### src/rtl/video_pkg.sv
// Shared constants, write-FSM state encoding and the NTSC colour palette
// used by the TIA-to-framebuffer writer.
package video_pkg;

    localparam int FB_W   = 320;
    localparam int FB_H   = 240;
    localparam int SRC_W  = 160;
    localparam int ADDR_W = 17;

    typedef enum logic [1:0] {
        IDLE = 2'd0,
        WR0  = 2'd1,
        WR1  = 2'd2
    } wr_state_t;

    // Indexed directly by the TIA code: row = hue [6:3], column = luma [2:0].
    localparam logic [23:0] NTSC_RGB888 [128] = '{
        24'h000000, 24'h404040, 24'h6c6c6c, 24'h909090, 24'hb0b0b0, 24'hc8c8c8, 24'hdcdcdc, 24'hececec,
        24'h444400, 24'h646410, 24'h848424, 24'ha0a034, 24'hb8b840, 24'hd0d050, 24'he8e85c, 24'hfcfc68,
        24'h702800, 24'h844414, 24'h985c28, 24'hac783c, 24'hbc8c4c, 24'hcca05c, 24'hdcb468, 24'hecc878,
        24'h841800, 24'h983418, 24'hac5030, 24'hc06848, 24'hd0805c, 24'he09470, 24'heca880, 24'hfcbc94,
        24'h880000, 24'h9c2020, 24'hb03c3c, 24'hc05858, 24'hd07070, 24'he08888, 24'heca0a0, 24'hfcb4b4,
        24'h78005c, 24'h8c2074, 24'ha03c88, 24'hb0589c, 24'hc070b0, 24'hd084c0, 24'hdc9cd0, 24'hecb0e0,
        24'h480078, 24'h602090, 24'h783ca4, 24'h8c58b8, 24'ha070cc, 24'hb484dc, 24'hc49cec, 24'hd4b0fc,
        24'h140084, 24'h302098, 24'h4c3cac, 24'h6858c0, 24'h7c70d0, 24'h9488e0, 24'ha8a0ec, 24'hbcb4fc,
        24'h000088, 24'h1c209c, 24'h3840b0, 24'h505cc0, 24'h6874d0, 24'h7c8ce0, 24'h90a4ec, 24'ha4b8fc,
        24'h00187c, 24'h1c3890, 24'h3854a8, 24'h5070bc, 24'h6888cc, 24'h7c9cdc, 24'h90b4ec, 24'ha4c8fc,
        24'h002c5c, 24'h1c4c78, 24'h386890, 24'h5084ac, 24'h689cc0, 24'h7cb4d4, 24'h90cce8, 24'ha4e0fc,
        24'h003c2c, 24'h1c5c48, 24'h387c64, 24'h509c80, 24'h68b494, 24'h7cd0ac, 24'h90e4c0, 24'ha4fcd4,
        24'h003c00, 24'h205c20, 24'h407c40, 24'h5c9c5c, 24'h74b474, 24'h8cd08c, 24'ha4e4a4, 24'hb8fcb8,
        24'h143800, 24'h345c1c, 24'h507c38, 24'h6c9850, 24'h84b468, 24'h9ccc7c, 24'hb4e490, 24'hc8fca4,
        24'h2c3000, 24'h4c501c, 24'h687034, 24'h848c4c, 24'h9ca864, 24'hb4c078, 24'hccd488, 24'he0ec9c,
        24'h442800, 24'h644818, 24'h846830, 24'ha08444, 24'hb89c58, 24'hd0b46c, 24'he8cc7c, 24'hfce08c
    };

    function automatic logic [15:0] palette_rgb565(input logic [6:0] code);
        return {NTSC_RGB888[code][23:19], NTSC_RGB888[code][15:10], NTSC_RGB888[code][7:3]};
    endfunction

endpackage

### src/rtl/tia_fb_writer_if.sv
// Pixel-stream input and framebuffer write port of the TIA framebuffer writer.
interface tia_fb_writer_if;
    import video_pkg::*;

    logic              pix_valid;
    logic [6:0]        pix_color;
    logic              pix_sol;
    logic              pix_sof;
    logic              pix_ready;
    logic              fb_we;
    logic [ADDR_W-1:0] fb_addr;
    logic [15:0]       fb_wdata;
    logic              fb_grant;
    logic              frame_done;

    // master: pixel source plus framebuffer arbiter; slave: the writer itself
    modport master (
        output pix_valid, pix_color, pix_sol, pix_sof, fb_grant,
        input  pix_ready, fb_we, fb_addr, fb_wdata, frame_done
    );

    modport slave (
        input  pix_valid, pix_color, pix_sol, pix_sof, fb_grant,
        output pix_ready, fb_we, fb_addr, fb_wdata, frame_done
    );

endinterface

### src/rtl/fb_wr_fifo.sv
// Synchronous FIFO buffering {address, rgb565} entries between the pixel
// pipeline and the framebuffer write FSM; rdata shows the head entry.
module fb_wr_fifo #(
    parameter int WIDTH = 33,
    parameter int DEPTH = 8
) (
    input  logic                     clk,
    input  logic                     reset,
    input  logic                     push,
    input  logic [WIDTH-1:0]         wdata,
    input  logic                     pop,
    output logic [WIDTH-1:0]         rdata,
    output logic [$clog2(DEPTH):0]   count
);
    localparam int AW = $clog2(DEPTH);
    localparam logic [AW:0] FULL_CNT = DEPTH[AW:0];

    logic [WIDTH-1:0] mem [DEPTH];
    logic [AW-1:0]    wr_ptr;
    logic [AW-1:0]    rd_ptr;
    logic             do_push;
    logic             do_pop;

    assign do_push = push && (count != FULL_CNT);
    assign do_pop  = pop && (count != '0);
    assign rdata   = mem[rd_ptr];

    always_ff @(posedge clk) begin
        if (do_push) mem[wr_ptr] <= wdata;
    end

    always_ff @(posedge clk or negedge reset) begin
        if (!reset) begin
            wr_ptr <= '0;
            rd_ptr <= '0;
            count  <= '0;
        end else begin
            if (do_push) wr_ptr <= wr_ptr + AW'(1);
            if (do_pop)  rd_ptr <= rd_ptr + AW'(1);
            case ({do_push, do_pop})
                2'b10:   count <= count + (AW+1)'(1);
                2'b01:   count <= count - (AW+1)'(1);
                default: count <= count;
            endcase
        end
    end

endmodule

### src/rtl/tia_fb_writer.sv
// TIA pixel stream to 320x240 RGB565 framebuffer writer: coordinate tracking,
// palette pipeline, write FIFO and a two-writes-per-pixel write FSM.
//
//   state | meaning
//   IDLE  | nothing loaded, waiting for a FIFO entry
//   WR0   | writing left (even) pixel at base
//   WR1   | writing right (odd) pixel at base+1
module tia_fb_writer
    import video_pkg::*;
#(
    parameter int FIFO_DEPTH = 8
) (
    input logic            clk,
    input logic            reset,
    tia_fb_writer_if.slave bus
);
    localparam int CNT_W = $clog2(FIFO_DEPTH) + 1;
    localparam int OCC_W = CNT_W + 1;
    localparam logic [ADDR_W-1:0] LAST_ADDR = ADDR_W'(FB_W * FB_H - 1);
    localparam logic [8:0] X_SAT = 9'(SRC_W);
    localparam logic [8:0] Y_SAT = 9'(FB_H);

    logic              ready_en;
    logic [8:0]        x;
    logic [8:0]        y;
    logic [8:0]        nx;
    logic [8:0]        ny;
    logic              accept;
    logic              keep;
    logic [ADDR_W-1:0] base_n;

    logic              s1_v;
    logic [6:0]        s1_color;
    logic [ADDR_W-1:0] s1_base;
    logic              s2_v;
    logic [ADDR_W-1:0] s2_base;
    logic [15:0]       s2_rgb;

    logic [CNT_W-1:0]     fifo_count;
    logic [OCC_W-1:0]     occ;
    logic                 fifo_empty;
    logic                 fifo_pop;
    logic [ADDR_W+15:0]   fifo_rdata;
    wr_state_t            state;

    // Pipeline stages count against FIFO space so an accepted pixel always has a slot.
    assign occ           = OCC_W'(fifo_count) + OCC_W'(s1_v) + OCC_W'(s2_v);
    assign bus.pix_ready = ready_en && (occ <= OCC_W'(FIFO_DEPTH - 1));
    assign accept        = bus.pix_valid && bus.pix_ready;

    always_comb begin
        nx = x;
        ny = y;
        if (bus.pix_sof) begin
            nx = '0;
            ny = '0;
        end else if (bus.pix_sol) begin
            nx = '0;
            ny = (y >= Y_SAT) ? Y_SAT : y + 9'd1;
        end else begin
            nx = (x >= X_SAT) ? X_SAT : x + 9'd1;
        end
    end

    assign keep   = (nx < X_SAT) && (ny < Y_SAT);
    assign base_n = (ADDR_W'(ny) << 8) + (ADDR_W'(ny) << 6) + (ADDR_W'(nx) << 1);

    always_ff @(posedge clk or negedge reset) begin
        if (!reset) begin
            ready_en <= 1'b0;
            x        <= '0;
            y        <= '0;
            s1_v     <= 1'b0;
            s1_color <= '0;
            s1_base  <= '0;
            s2_v     <= 1'b0;
            s2_base  <= '0;
            s2_rgb   <= '0;
        end else begin
            ready_en <= 1'b1;
            if (accept) begin
                x <= nx;
                y <= ny;
            end
            s1_v <= accept && keep;
            if (accept && keep) begin
                s1_color <= bus.pix_color;
                s1_base  <= base_n;
            end
            s2_v    <= s1_v;
            s2_base <= s1_base;
            s2_rgb  <= palette_rgb565(s1_color);
        end
    end

    assign fifo_empty = (fifo_count == '0);
    assign fifo_pop   = !fifo_empty && ((state == IDLE) || (state == WR1 && bus.fb_grant));

    fb_wr_fifo #(
        .WIDTH(ADDR_W + 16),
        .DEPTH(FIFO_DEPTH)
    ) u_fifo (
        .clk  (clk),
        .reset(reset),
        .push (s2_v),
        .wdata({s2_base, s2_rgb}),
        .pop  (fifo_pop),
        .rdata(fifo_rdata),
        .count(fifo_count)
    );

    always_ff @(posedge clk or negedge reset) begin
        if (!reset) begin
            state          <= IDLE;
            bus.fb_we      <= 1'b0;
            bus.fb_addr    <= '0;
            bus.fb_wdata   <= '0;
            bus.frame_done <= 1'b0;
        end else begin
            bus.frame_done <= 1'b0;
            case (state)
                IDLE: begin
                    if (!fifo_empty) begin
                        bus.fb_addr  <= fifo_rdata[ADDR_W+15:16];
                        bus.fb_wdata <= fifo_rdata[15:0];
                        bus.fb_we    <= 1'b1;
                        state        <= WR0;
                    end
                end
                WR0: begin
                    if (bus.fb_grant) begin
                        bus.frame_done <= (bus.fb_addr == LAST_ADDR);
                        bus.fb_addr    <= bus.fb_addr + ADDR_W'(1);
                        state          <= WR1;
                    end
                end
                WR1: begin
                    if (bus.fb_grant) begin
                        bus.frame_done <= (bus.fb_addr == LAST_ADDR);
                        if (!fifo_empty) begin
                            bus.fb_addr  <= fifo_rdata[ADDR_W+15:16];
                            bus.fb_wdata <= fifo_rdata[15:0];
                            state        <= WR0;
                        end else begin
                            bus.fb_we <= 1'b0;
                            state     <= IDLE;
                        end
                    end
                end
                default: begin
                    bus.fb_we <= 1'b0;
                    state     <= IDLE;
                end
            endcase
        end
    end

endmodule

### src/flat_wrapper.sv
// flat-port wrapper written by rule: the top's interface ports become plain ports
module tia_fb_writer_flat import video_pkg::*;
#(
    parameter int FIFO_DEPTH = 8
)
  (clk, reset, bus_pix_valid, bus_pix_color, bus_pix_sol, bus_pix_sof, bus_fb_grant, bus_pix_ready, bus_fb_we, bus_fb_addr, bus_fb_wdata, bus_frame_done);
  tia_fb_writer_if bus_i ();
  input logic clk;
  input logic reset;
  input wire logic [$bits(bus_i.pix_valid)-1:0] bus_pix_valid;
  input wire logic [$bits(bus_i.pix_color)-1:0] bus_pix_color;
  input wire logic [$bits(bus_i.pix_sol)-1:0] bus_pix_sol;
  input wire logic [$bits(bus_i.pix_sof)-1:0] bus_pix_sof;
  input wire logic [$bits(bus_i.fb_grant)-1:0] bus_fb_grant;
  output wire logic [$bits(bus_i.pix_ready)-1:0] bus_pix_ready;
  output wire logic [$bits(bus_i.fb_we)-1:0] bus_fb_we;
  output wire logic [$bits(bus_i.fb_addr)-1:0] bus_fb_addr;
  output wire logic [$bits(bus_i.fb_wdata)-1:0] bus_fb_wdata;
  output wire logic [$bits(bus_i.frame_done)-1:0] bus_frame_done;
  assign bus_i.pix_valid = bus_pix_valid;
  assign bus_i.pix_color = bus_pix_color;
  assign bus_i.pix_sol = bus_pix_sol;
  assign bus_i.pix_sof = bus_pix_sof;
  assign bus_i.fb_grant = bus_fb_grant;
  assign bus_pix_ready = bus_i.pix_ready;
  assign bus_fb_we = bus_i.fb_we;
  assign bus_fb_addr = bus_i.fb_addr;
  assign bus_fb_wdata = bus_i.fb_wdata;
  assign bus_frame_done = bus_i.frame_done;
  tia_fb_writer #(.FIFO_DEPTH(FIFO_DEPTH)) u_core (.clk(clk), .reset(reset), .bus(bus_i));
endmodule
### config.mk
export PLATFORM = sky130hd
export DESIGN_NAME = tia_fb_writer_flat
export DESIGN_NICKNAME = d
export VERILOG_FILES = /design/src/rtl/video_pkg.sv /design/src/rtl/tia_fb_writer_if.sv /design/src/rtl/fb_wr_fifo.sv /design/src/rtl/tia_fb_writer.sv /design/src/flat_wrapper.sv
export SDC_FILE = /design/constraint.sdc
export NUM_CORES = 1
export LEC_CHECK = 0
export ABC_AREA = 1
export ABC_CLOCK_PERIOD_IN_PS = 4300
export CAP_MARGIN = 20
export CORE_ASPECT_RATIO = 0.6
export CORE_MARGIN = 2
export CORE_UTILIZATION = 65
export CTS_BUF_LIST = sky130_fd_sc_hd__clkbuf_4 sky130_fd_sc_hd__clkbuf_8
export DETAILED_ROUTE_END_ITERATION = 16
export PLACE_DENSITY = 0.83
export SLEW_MARGIN = 10
export SYNTH_ARGS = -nofsm -noshare
export SYNTH_HDL_FRONTEND = slang
export SYNTH_HIERARCHICAL = 1
export SYNTH_SLANG_ARGS = --single-unit
### constraint.sdc
create_clock -name clk -period 4.3 [get_ports clk]
set_input_delay 0.86 -clock clk [delete_from_list [all_inputs] [get_ports clk]]
set_output_delay 0.86 -clock clk [all_outputs]
set_load 0.005 [all_outputs]
==> qor.txt, run 1 <==
fin area: 21,700 sq um
CTS H-tree depth: 2
root buf cell: clkbuf_8
routability cong.: 1.05
status: finished, final reports clean
DR DRC count: 0
area grow syn2layout: 10.9%
total placed cells including tap cells: 2,704
# setup viols final: 0
critical path startpoint category: flop
mux contribution to synthesized area: 0.921%
total gr overflow: 0
top cells by area, synth: edfxtp_1 (41%), dfrtp_1 (16%), nand2_1 (14%), nor2_1 (6.9%), inv_1 (4.8%)
Clock Path Buffers: 3
Hold WS: 312 ps
Worst Path Arrival: 2520 ps
clk_skew: 20.5 ps
commonest cells in the synthesized netlist: nand2_1 (747), nor2_1 (358), edfxtp_1 (264)
Yosys top cell area share: 40.5%
PortBufs: 48
Detailed Route WL: 53,100 microns
largest net degree at the start of global routing: 90
vias per cell: 5.68
register area share after synthesis: 56.2%
Final period util: 78.7%
worst-case reg-to-reg path depth: 15
warnings from Yosys: 6
Netlist Area Pre-Place: 19,600 sq um
# fillers: 2,130
Seq cells post-synth: 387
via count: 15,936
number of flops mapped to enable cells by yosys: 264
GRT Util Overall: 33.9%
Synth area leader: edfxtp_1
Die W: 228 microns
post_cts resized: 0
CTS tree: built
unrepaired setup endpoints after global routing: false
CTS sink cnt: 387
CTS buffer count: 53
Worst-Margin Slew: 972 ps
wire per inst: 19.0 microns
Max Slew Vio Count: 0
starting density of the core: 65.7%
Final Non-Filler Cells: 2,804
syn avg cell area: 8.57 sq um
num rows: 49
DR pass1 iterations: 5
first-pass GRT wire length: 83,400 microns
RR Startpoint: u_core/y[4]$_DFFE_PN0P_
Post-CTS Setup Bufs: 0
I/O pin cnt: 49
initial antenna violation count: 3
crit path kind: reg -> out
Main synth FF type: edfxtp_1
HPWL after DPL: 35,100 microns
min Tclk post-route: 3380 ps
Simple-Gate Fraction of Synth Area: 25.4%
area share of fa/ha/maj cells after synthesis: 3.39%
DRT iter0 DRCs: 1,799
TNS Setup: 0 ps
# nets final: 2,414
HP Class: in -> async
Hold Fails Final Rpt: 0
most common cell in the netlist: nand2_1
Fmax achieved: 0.295 GHz
largest family of logic cells by synthesized area: simple AND/OR/NAND/NOR gates
Max VDD drop: 0.000508 V
Clock Latency Late Sink: 620 ps
max_cap viols: 0
Multi-input gate area: 7240 sq um
die height: 138 microns
cell area after placement: 20,600 sq um
vias in the first global route: 15,116
data required time of the critical path: 3440 ps
max_slew headroom: 35.0%
Antenna Nets Post-Route: 0
CTS clk-pin slew, worst paths: 70 ps
crit-path max FO: 6
Core Region: 29,800 sq um
P_leak: 10.1 nW
Storage cell area: 11,000 sq um
count of cell types in the netlist: 48
hold-fix buffer count after cts: 0
CP Capture Type: output port
compound-cell area share of the yosys netlist: 6.02%
share of cells above drive strength 1: 7.47%
PD cells: 741 nW/um^2
die area: 31,600 sq um
asr flop ratio synth: 31.8%
xor/xnor share of the synthesized area: 0.805%
Mapped Cells: 2,283
CP Launch Point: u_core/u_fifo/count[0]$_DFFE_PN0P_
-- flip-flops by register name, indices dropped and copies added (netlist names), 2 cells and up --
signal / count
u_core/bus.fb_wdata: 16
u_core/s1_base: 16
u_core/u_fifo/wr_ptr: 3
u_core/s1_color: 7
u_core/s2_base: 16
u_core/x: 9
u_core/y: 9
u_core/u_fifo/rd_ptr: 3
u_core/bus.fb_addr: 17
u_core/u_fifo/mem: 264
u_core/state: 2
u_core/s2_rgb: 16
u_core/u_fifo/count: 4
-- path summary, 6_finish.rpt --
path | slack, ps | end
worst max-delay path | 920 | bus_pix_ready
worst min-delay path | 310 | u_core/bus.fb_wdata[13]$_DFFE_PN0P_
worst max register to register | 1170 | u_core/s1_base[15]$_DFFE_PN0P_
worst min register to register | 380 | u_core/s2_base[16]$_DFF_PN0_
max in group asynchronous | 3090 | u_core/s1_base[12]$_DFFE_PN0P_
min in group clk | 380 | u_core/s2_base[16]$_DFF_PN0_
-- metrics by stage --
step           power (mW)  worst slack (ps)  util [%]
2_1_floorplan        10.3               873         -
3_3_place_gp         12.7               400      69.1
3_5_place_dp         12.9               317      69.1
4_1_cts              15.9               865      72.8
5_1_grt              17.1               705      72.8
6_report             16.1               915      72.9
-- layout make-up --
| class | count | area share (%) |
|---|---|---|
| Antenna cell | 1 | 0.0115 |
| Clock buffer | 69 | 3.91 |
| Clock inverter | 30 | 1.19 |
| Inverter | 259 | 4.48 |
| Multi-Input combinational cell | 1554 | 33.3 |
| Sequential cell | 387 | 50.7 |
| Tap cell | 408 | 2.35 |
| Timing Repair Buffer | 96 | 3.99 |
-- cell usage in the layout, fill, tap and decap left out, types with 3 or more instances in the layout --
| master | Yosys | layout |
|---|---|---|
| nand3_1 | 108 | 108 |
| a21oi_1 | 44 | 44 |
| o211ai_1 | 17 | 17 |
| xor2_1 | 12 | 12 |
| nor3_2 | 0 | 4 |
| ha_1 | 45 | 45 |
| inv_1 | 251 | 251 |
| nor2_4 | 0 | 4 |
| xnor2_1 | 6 | 6 |
| mux2_2 | 16 | 16 |
| nand4_1 | 15 | 15 |
| a31oi_1 | 6 | 6 |
| buf_4 | 2 | 46 |
| clkbuf_8 | 0 | 53 |
| fa_1 | 5 | 5 |
| clkinv_1 | 6 | 18 |
| o221ai_1 | 5 | 5 |
| o21ai_0 | 99 | 99 |
| nor2_1 | 358 | 354 |
| clkdlybuf4s50_1 | 0 | 47 |
| nand2_1 | 747 | 747 |
| o22ai_1 | 12 | 12 |
| clkinv_2 | 0 | 10 |
| edfxtp_1 | 264 | 264 |
| or2_2 | 4 | 4 |
| nor3_1 | 14 | 10 |
| nor2_2 | 3 | 3 |
| o21bai_1 | 3 | 3 |
| bufinv_16 | 0 | 4 |
| conb_1 | 2 | 10 |
| nand2_2 | 3 | 3 |
| clkbuf_4 | 0 | 16 |
| dfrtp_1 | 123 | 121 |
-- layer usage --
metal / global-route usage (%) / up-vias / wire length, microns
met2: 49.8 / 894 / 23100
met4: 7.88 / 2 / 890
met1: 50.6 / 7498 / 23200
li1: - / 7450 / -
met5: 0 / - / 13
met3: 9.41 / 92 / 5960
-- power breakdown --
part	switching, mW	internal, mW
logic	4.92	2.42
registers	0.843	4.95
clock network	1.41	1.55
-- logic make-up (layout without fill, tap and decap cells) --
logic type               Yosys count  after routing
multiplexers                      16             16
AND/OR/NAND/NOR                 1257           1257
flip-flops                       387            387
buffers and inverters            350            454
other                              2             11
XOR/XNOR                          18             18
adder cells (fa/ha/maj)           50             50
AO/OA/AOI/OAI                    203            203
-- worst max-delay path, stage by stage (launching register included) --
cell             delay [ps]
dfrtp_1                 470
fa_1                    440
ha_1                    200
nor2_1                  110
nor2_1                   70
nor2_2                  120
clkdlybuf4s50_1         510
(Power assumes the default switching activity.)
==> run 2, diff against run 1 <==
--- a/config.mk
+++ b/config.mk
@@ -6,14 +6,14 @@
 export NUM_CORES = 1
 export LEC_CHECK = 0
 export ABC_AREA = 1
-export ABC_CLOCK_PERIOD_IN_PS = 4300
+export ABC_CLOCK_PERIOD_IN_PS = 3050
 export CAP_MARGIN = 20
 export CORE_ASPECT_RATIO = 0.6
 export CORE_MARGIN = 2
-export CORE_UTILIZATION = 65
+export CORE_UTILIZATION = 58
 export CTS_BUF_LIST = sky130_fd_sc_hd__clkbuf_4 sky130_fd_sc_hd__clkbuf_8
 export DETAILED_ROUTE_END_ITERATION = 16
-export PLACE_DENSITY = 0.83
+export PLACE_DENSITY = 0.78
 export SLEW_MARGIN = 10
 export SYNTH_ARGS = -nofsm -noshare
 export SYNTH_HDL_FRONTEND = slang
==> constraint.sdc (replaced) <==
create_clock -name clk -period 3.05 [get_ports clk]
set_input_delay 0.61 -clock clk [delete_from_list [all_inputs] [get_ports clk]]
set_output_delay 0.61 -clock clk [all_outputs]
set_load 0.005 [all_outputs]
==> qor.txt, run 2 (synthesis results as in run 1) <==
die height: 146 microns (was 138 microns)
root buf cell: clkbuf_8 (unchanged)
GRT Util Overall: 29.2% (was 33.9%)
max_slew headroom: 38.8% (was 35.0%)
largest net degree at the start of global routing: 97 (was 90)
DR DRC count: 0 (unchanged)
wire per inst: 17.5 microns (was 19.0 microns)
Diodes inserted: 0 (was 1)
CTS H-tree depth: 2 (unchanged)
crit path kind: in -> reg (was reg -> out)
Worst-Margin Slew: 918 ps (was 972 ps)
CTS sink cnt: 387 (unchanged)
vias per cell: 5.43 (was 5.68)
Max Slew Vio Count: 0 (unchanged)
via count: 15,787 (was 15,936)
CTS clk-pin slew, worst paths: 70 ps (about the same)
CTS tree: built (unchanged)
Regs by FF count: u_core/u_fifo/mem (264), u_core/bus.fb_addr (17) (unchanged)
routability cong.: 1.03 (was 1.05)
HPWL after DPL: 33,300 microns (was 35,100 microns)
unrepaired setup endpoints after global routing: false (unchanged)
# nets final: 2,468 (was 2,414)
max reg flops: 264 (unchanged)
min Tclk post-route: 2850 ps
crit-path max FO: 4 (was 6)
crit-path leading delay family: simple AND/OR/NAND/NOR gates (was adder cells)
Worst Path Arrival: 3330 ps (was 2520 ps)
data required time of the critical path: 3530 ps (was 3440 ps)
Hold WS: 387 ps (was 312 ps)
PD cells: 1020 nW/um^2 (was 741 nW/um^2)
DRT iter0 DRCs: 1,764 (was 1,799)
commonest cells after routing, fill and taps aside: nand2_1 (747), nor2_1 (354), edfxtp_1 (264) (unchanged)
commonest non-fill, non-tap cell in the layout: nand2_1 (unchanged)
vias in the first global route: 14,615 (was 15,116)
critical-path cell list: clkdlybuf4s50_1, buf_4, nor2_1, inv_1, nor2_1, nand3_1, inv_1, ha_1, ha_1, fa_1, nand3_1, nand2_1, nand4_1, nand2_1, nand2_1, nand2_1, nand3_1, nand2_1 (was fa_1, ha_1, nor2_1, nor2_1, nor2_2, clkdlybuf4s50_1)
clk_skew: 36.4 ps (was 20.5 ps)
Critical Path Most Common Cell: nand2_1 (was nor2_1)
first-pass GRT wire length: 79,700 microns (was 83,400 microns)
critical path startpoint category: input pin (was flop)
TNS Setup: 0 ps (unchanged)
share of cells above drive strength 1: 10.1% (was 7.47%)
CTS buffer count: 54 (was 53)
initial antenna violation count: 3 (unchanged)
Die W: 241 microns (was 228 microns)
crit path max-delay cell type: clkdlybuf4s50_1 (unchanged)
CP bufs+invs: 4 (was 1)
# setup viols final: 0 (unchanged)
Antenna Nets Post-Route: 0 (unchanged)
I/O pin cnt: 49 (unchanged)
Clock Latency Late Sink: 620 ps (about the same)
Hold Fails Final Rpt: 0 (unchanged)
DR pass1 iterations: 6 (was 5)
total gr overflow: 0 (unchanged)
CP Capture Type: flop (was output port)
Core Region: 33,400 sq um (was 29,800 sq um)
register with the most flip-flops: u_core/u_fifo/mem (unchanged)
DP Worst Slack: -408 ps (was 317 ps)
Fmax achieved: 0.351 GHz
num rows: 52 (was 49)
P_leak: 10.4 nW (was 10.1 nW)
Detailed Route WL: 50,800 microns (was 53,100 microns)
Clock Path Buffers: 3 (unchanged)
max_cap viols: 0 (unchanged)
HP Class: reg -> reg (was in -> async)
starting density of the core: 58.5% (was 65.7%)
Max VDD drop: 0.000657 V (was 0.000508 V)
min setup slack post-route: 198 ps (was 915 ps)
die area: 35,300 sq um (was 31,600 sq um)
area grow syn2layout: 14.2% (was 10.9%)
total power: 22.9 mW (was 16.1 mW)
Worst path max stage delay: 470 ps (was 510 ps)
status: finished, final reports clean (unchanged)
Final period util: 93.5%
PortBufs: 48 (unchanged)
==> run 2: cell types whose count changed in the layout (fill, tap and decap cells not counted), sizes merged, moves of 2 or more <==
cell,change
buf,+51
bufinv,-2
clkinv,-7
clkinvlp,+2
clkbuf,+11
==> run 2: per-layer routing <==
layer | global-route usage (%) | vias to the layer above | share of wire, %
met4 | 6.02 | 2 | 1.4
met5 | 0 | - | 0.031
met1 | 45.4 | 7320 | 45
li1 | - | 7558 | -
met3 | 6.67 | 81 | 11
met2 | 42.1 | 826 | 42
==> run 2: where the power goes <==
part | leakage, nW | internal, mW | switching (mW) | total [mW]
sequential | 3.96 | 6.98 | 0.984 | 7.97
clock | 0.631 | 2.34 | 2.00 | 4.34
combinational | 5.82 | 3.69 | 6.86 | 10.5
total | 10.4 | 13.0 | 9.84 | 22.9
==> run 2: worst paths after layout <==
| kind | cells past startpoint | to | from | slack [ps] |
|---|---|---|---|---|
| setup / recovery | 18 | u_core/s1_base[15]$_DFFE_PN0P_ | bus_pix_sol | 200 |
| hold / removal | 0 | u_core/s2_base[15]$_DFF_PN0_ | u_core/s1_base[15]$_DFFE_PN0P_ | 390 |
| setup reg to reg | 15 | u_core/s1_base[15]$_DFFE_PN0P_ | u_core/y[1]$_DFFE_PN0P_ | 260 |
| hold reg to reg | 0 | u_core/s2_base[15]$_DFF_PN0_ | u_core/s1_base[15]$_DFFE_PN0P_ | 390 |
| max in group asynchronous | 3 | u_core/bus.fb_wdata[8]$_DFFE_PN0P_ | reset | 1760 |
| min in group asynchronous | 2 | u_core/bus.fb_addr[5]$_DFFE_PN0P_ | reset | 560 |
==> run 2: per-stage QoR <==
stage	cells	utilization (%)	area, sq um
final	2910	66.8	22300
after global routing	2910	66.8	22300
after CTS	2909	66.8	22300
after detailed placement	2805	63.1	21100
after global placement	2805	63.1	21100
after floorplan	2291	-	19600
==> run 2: final cells by class <==
| type | instances | area (sq um) |
|---|---|---|
| timing repair buffer | 148 | 1330 |
| clock buffer | 80 | 1020 |
| fill | 2668 | 11100 |
| clock inverter | 22 | 183 |
| multi-input combinational | 1555 | 7260 |
| inverter | 259 | 972 |
| sequential | 387 | 11000 |
| tap | 459 | 574 |
==> run 2: worst register-to-register path, stage by stage, from the launching register on <==
cell and delay (ps):
dfrtp_1 390, ha_1 180, nand2_1 70, xor2_1 140, nor3_1 200, buf_4 150
fa_1 460, fa_1 520, nand3_1 100, nand2_1 70, nand4_1 110, nand2_1 60
nand2_1 60, nand2_1 50, nand3_1 80, nand2_1 50
==> run 2: timing repair <==
item                                   4_1_cts  5_1_grt
resized for setup                            2        5
cloned                                       0        1
pin swaps                                    0        0
endpoints found under the hold margin       13        0
hold buffers                                 1        0
buffers inserted                             1        0
setup endpoints to repair                    1       24
==> run 3, diff against run 2 <==
--- a/config.mk
+++ b/config.mk
@@ -13,7 +13,7 @@
 export CORE_UTILIZATION = 58
 export CTS_BUF_LIST = sky130_fd_sc_hd__clkbuf_4 sky130_fd_sc_hd__clkbuf_8
 export DETAILED_ROUTE_END_ITERATION = 16
-export PLACE_DENSITY = 0.78
+export PLACE_DENSITY = 0.75
 export SLEW_MARGIN = 10
 export SYNTH_ARGS = -nofsm -noshare
 export SYNTH_HDL_FRONTEND = slang
==> qor.txt, run 3 (synthesis results as in run 1) <==
crit path max-delay cell type: clkdlybuf4s50_1 (unchanged)
Fmax achieved: 0.353 GHz (was 0.351 GHz)
first-pass GRT wire length: 78,800 microns (was 79,700 microns)
critical-path cell list: clkdlybuf4s50_1, nand2_1, nor2_2, buf_4, nand2_1, nand2_1, nand3_1, nand2_1, inv_1, ha_1, ha_1, nand2_1, buf_4, nor2_1, nand3_1, nand3_1, nand2_1, nand2_1, nand3_1, nand2_1 (was clkdlybuf4s50_1, buf_4, nor2_1, inv_1, nor2_1, nand3_1, inv_1, ha_1, ha_1, fa_1, nand3_1, nand2_1, nand4_1, nand2_1, nand2_1, nand2_1, nand3_1, nand2_1)
switch share: 42.7% (was 43.1%)
status: finished, final reports clean (unchanged)
Die W: 241 microns (unchanged)
PortBufs: 48 (unchanged)
Critical Path Most Common Cell: nand2_1 (unchanged)
area grow syn2layout: 14.4% (was 14.2%)
max_slew headroom: 37.4% (was 38.8%)
largest net degree at the start of global routing: 70 (was 97)
CTS clk-pin slew, worst paths: 60 ps (was 70 ps)
# setup viols final: 0 (unchanged)
Internal Power: 13.1 mW (was 13.0 mW)
min setup slack post-route: 216 ps (was 198 ps)
Comb pwr share: 46.1% (was 46.2%)
vias per cell: 5.40 (was 5.43)
DR DRC count: 0 (unchanged)
met3 routed WL: 5610 microns (was 5800 microns)
met1 wire length: 22,300 microns (was 22,800 microns)
HP Class: reg -> reg (unchanged)
root buf cell: clkbuf_8 (unchanged)
DRT iter0 DRCs: 1,594 (was 1,764)
P_leak: 10.5 nW (was 10.4 nW)
Seq pwr share: 35.3% (was 34.9%)
share of cells above drive strength 1: 10.4% (was 10.1%)
CTS sink cnt: 387 (unchanged)
Regs by FF count: u_core/u_fifo/mem (264), u_core/bus.fb_addr (17) (unchanged)
via count: 15,784 (was 15,787)
Clock Path Buffers: 3 (unchanged)
critical path startpoint category: input pin (unchanged)
I/O pin cnt: 49 (unchanged)
Final period util: 92.9% (was 93.5%)
num rows: 52 (unchanged)
data required time of the critical path: 3580 ps (was 3530 ps)
Detailed Route WL: 50,200 microns (was 50,800 microns)
highest routed layer: met5 (unchanged)
met2 WL post-DR: 21,500 microns (about the same)
DR pass1 iterations: 5 (was 6)
min Tclk post-route: 2830 ps (was 2850 ps)
Max Slew Vio Count: 0 (unchanged)
GRT Util Overall: 28.9% (was 29.2%)
Worst Path Arrival: 3370 ps (was 3330 ps)
Worst-Margin Slew: 939 ps (was 918 ps)
commonest non-fill, non-tap cell in the layout: nand2_1 (unchanged)
clk_skew: 39.2 ps (was 36.4 ps)
CTS tree: built (unchanged)
die height: 146 microns (unchanged)
max_cap viols: 0 (unchanged)
HPWL after DPL: 33,100 microns (was 33,300 microns)
Clock Latency Late Sink: 620 ps (about the same)
commonest cells after routing, fill and taps aside: nand2_1 (747), nor2_1 (354), edfxtp_1 (264) (unchanged)
die area: 35,300 sq um (unchanged)
CTS H-tree depth: 2 (unchanged)
total gr overflow: 0 (unchanged)
# nets final: 2,478 (was 2,468)
Hold Fails Final Rpt: 0 (unchanged)
register with the most flip-flops: u_core/u_fifo/mem (unchanged)
total placed cells including tap cells: 2,815 (was 2,805)
Max VDD drop: 0.000640 V (was 0.000657 V)
CP Capture Type: flop (unchanged)
Core Region: 33,400 sq um (unchanged)
unrepaired setup endpoints after global routing: false (unchanged)
DP Worst Slack: -422 ps (was -408 ps)
wire per inst: 17.2 microns (was 17.5 microns)
starting density of the core: 58.5% (unchanged)
crit path kind: in -> reg (unchanged)
initial antenna violation count: 4 (was 3)
crit-path max FO: 4 (unchanged)
max reg flops: 264 (unchanged)
Worst path max stage delay: 520 ps (was 470 ps)
Antenna Nets Post-Route: 0 (unchanged)
Final Non-Filler Cells: 2,921 (was 2,910)
Clock power frac: 18.6% (was 19.0%)
PD cells: 1020 nW/um^2 (about the same)
routability cong.: 1.05 (was 1.03)
CTS buffer count: 55 (was 54)
Psw: 9.80 mW (was 9.84 mW)
vias in the first global route: 14,541 (was 14,615)
[run 3: changes by cell type in the layout (fill, tap and decap cells not counted), sizes merged]
cell / before / now
a21oi: 47 / 46
buf: 100 / 110
bufinv: 2 / 1
clkbuf: 80 / 94
clkinv: 21 / 11
clkinvlp: 3 / 0
diode: 0 / 2
[run 3: stage by stage]
step	total power [mW]	TNS, ps	cell area, sq um	utilization (%)	hold slack, ps
2_1_floorplan	14.5	-49760	19600	-	314
3_3_place_gp	18.2	-2380	21200	63.3	358
3_5_place_dp	18.4	-2800	21200	63.3	370
4_1_cts	22.7	0	22400	66.9	370
5_1_grt	24.5	0	22400	67.0	390
6_report	22.9	0	22400	67.0	376
[run 3: routing by layer]
metal  GRT usage [%]  up-vias
met3            8.64       66
met5               0        -
met2            41.9      712
met4            6.70        2
li1                -     7591
met1            43.0     7413
[run 3: cell type report]
class,count,area [sq um]
Fill cell,2699,11000
Antenna cell,2,5.00
Tap cell,459,574
Sequential cell,387,11000
Clock buffer,94,1110
Clock inverter,8,76.3
Timing Repair Buffer,158,1400
Inverter,259,972
Multi-Input combinational cell,1554,7250
[run 3: timing repair]
action / 4_1_cts / 5_1_grt
pin swaps: 0 / 1
hold buffers: 1 / 0
resized for setup: 2 / 4
hold endpoints to repair: 31 / 0
setup endpoints to repair: 1 / 5
setup buffers: 0 / 1
[run 3: worst paths after layout]
kind	start	to	slack (ps)	depth (start not counted)
min in group asynchronous	reset	u_core/bus.fb_addr[6]$_DFFE_PN0P_	510	2
hold / removal	u_core/s1_base[6]$_DFFE_PN0P_	u_core/s2_base[6]$_DFF_PN0_	380	0
hold reg to reg	u_core/s1_base[6]$_DFFE_PN0P_	u_core/s2_base[6]$_DFF_PN0_	380	0
setup reg to reg	u_core/y[5]$_DFFE_PN0P_	u_core/s1_base[16]$_DFFE_PN0P_	310	18
max in group asynchronous	reset	u_core/u_fifo/rd_ptr[1]$_DFFE_PN0P_	1800	3
setup / recovery	bus_pix_sol	u_core/s1_base[16]$_DFFE_PN0P_	220	20
[run 3: critical path, delay by kind of cell]
| family | cells | cell delay, ps |
|---|---|---|
| AND/OR/NAND/NOR | 14 | 1230 |
| buffers and inverters | 4 | 900 |
| adder cells (fa/ha/maj) | 2 | 630 |
[run 3: power by group through the flow]
stage | Combinational (mW) | Sequential (mW) | Clock [mW]
finish | 10.6 | 8.10 | 4.27
global route | 11.6 | 8.25 | 4.59
CTS | 10.3 | 8.09 | 4.36
detailed placement | 10.2 | 8.19 | 0
global placement | 10.1 | 8.13 | 0
floorplan | 6.78 | 7.69 | 0
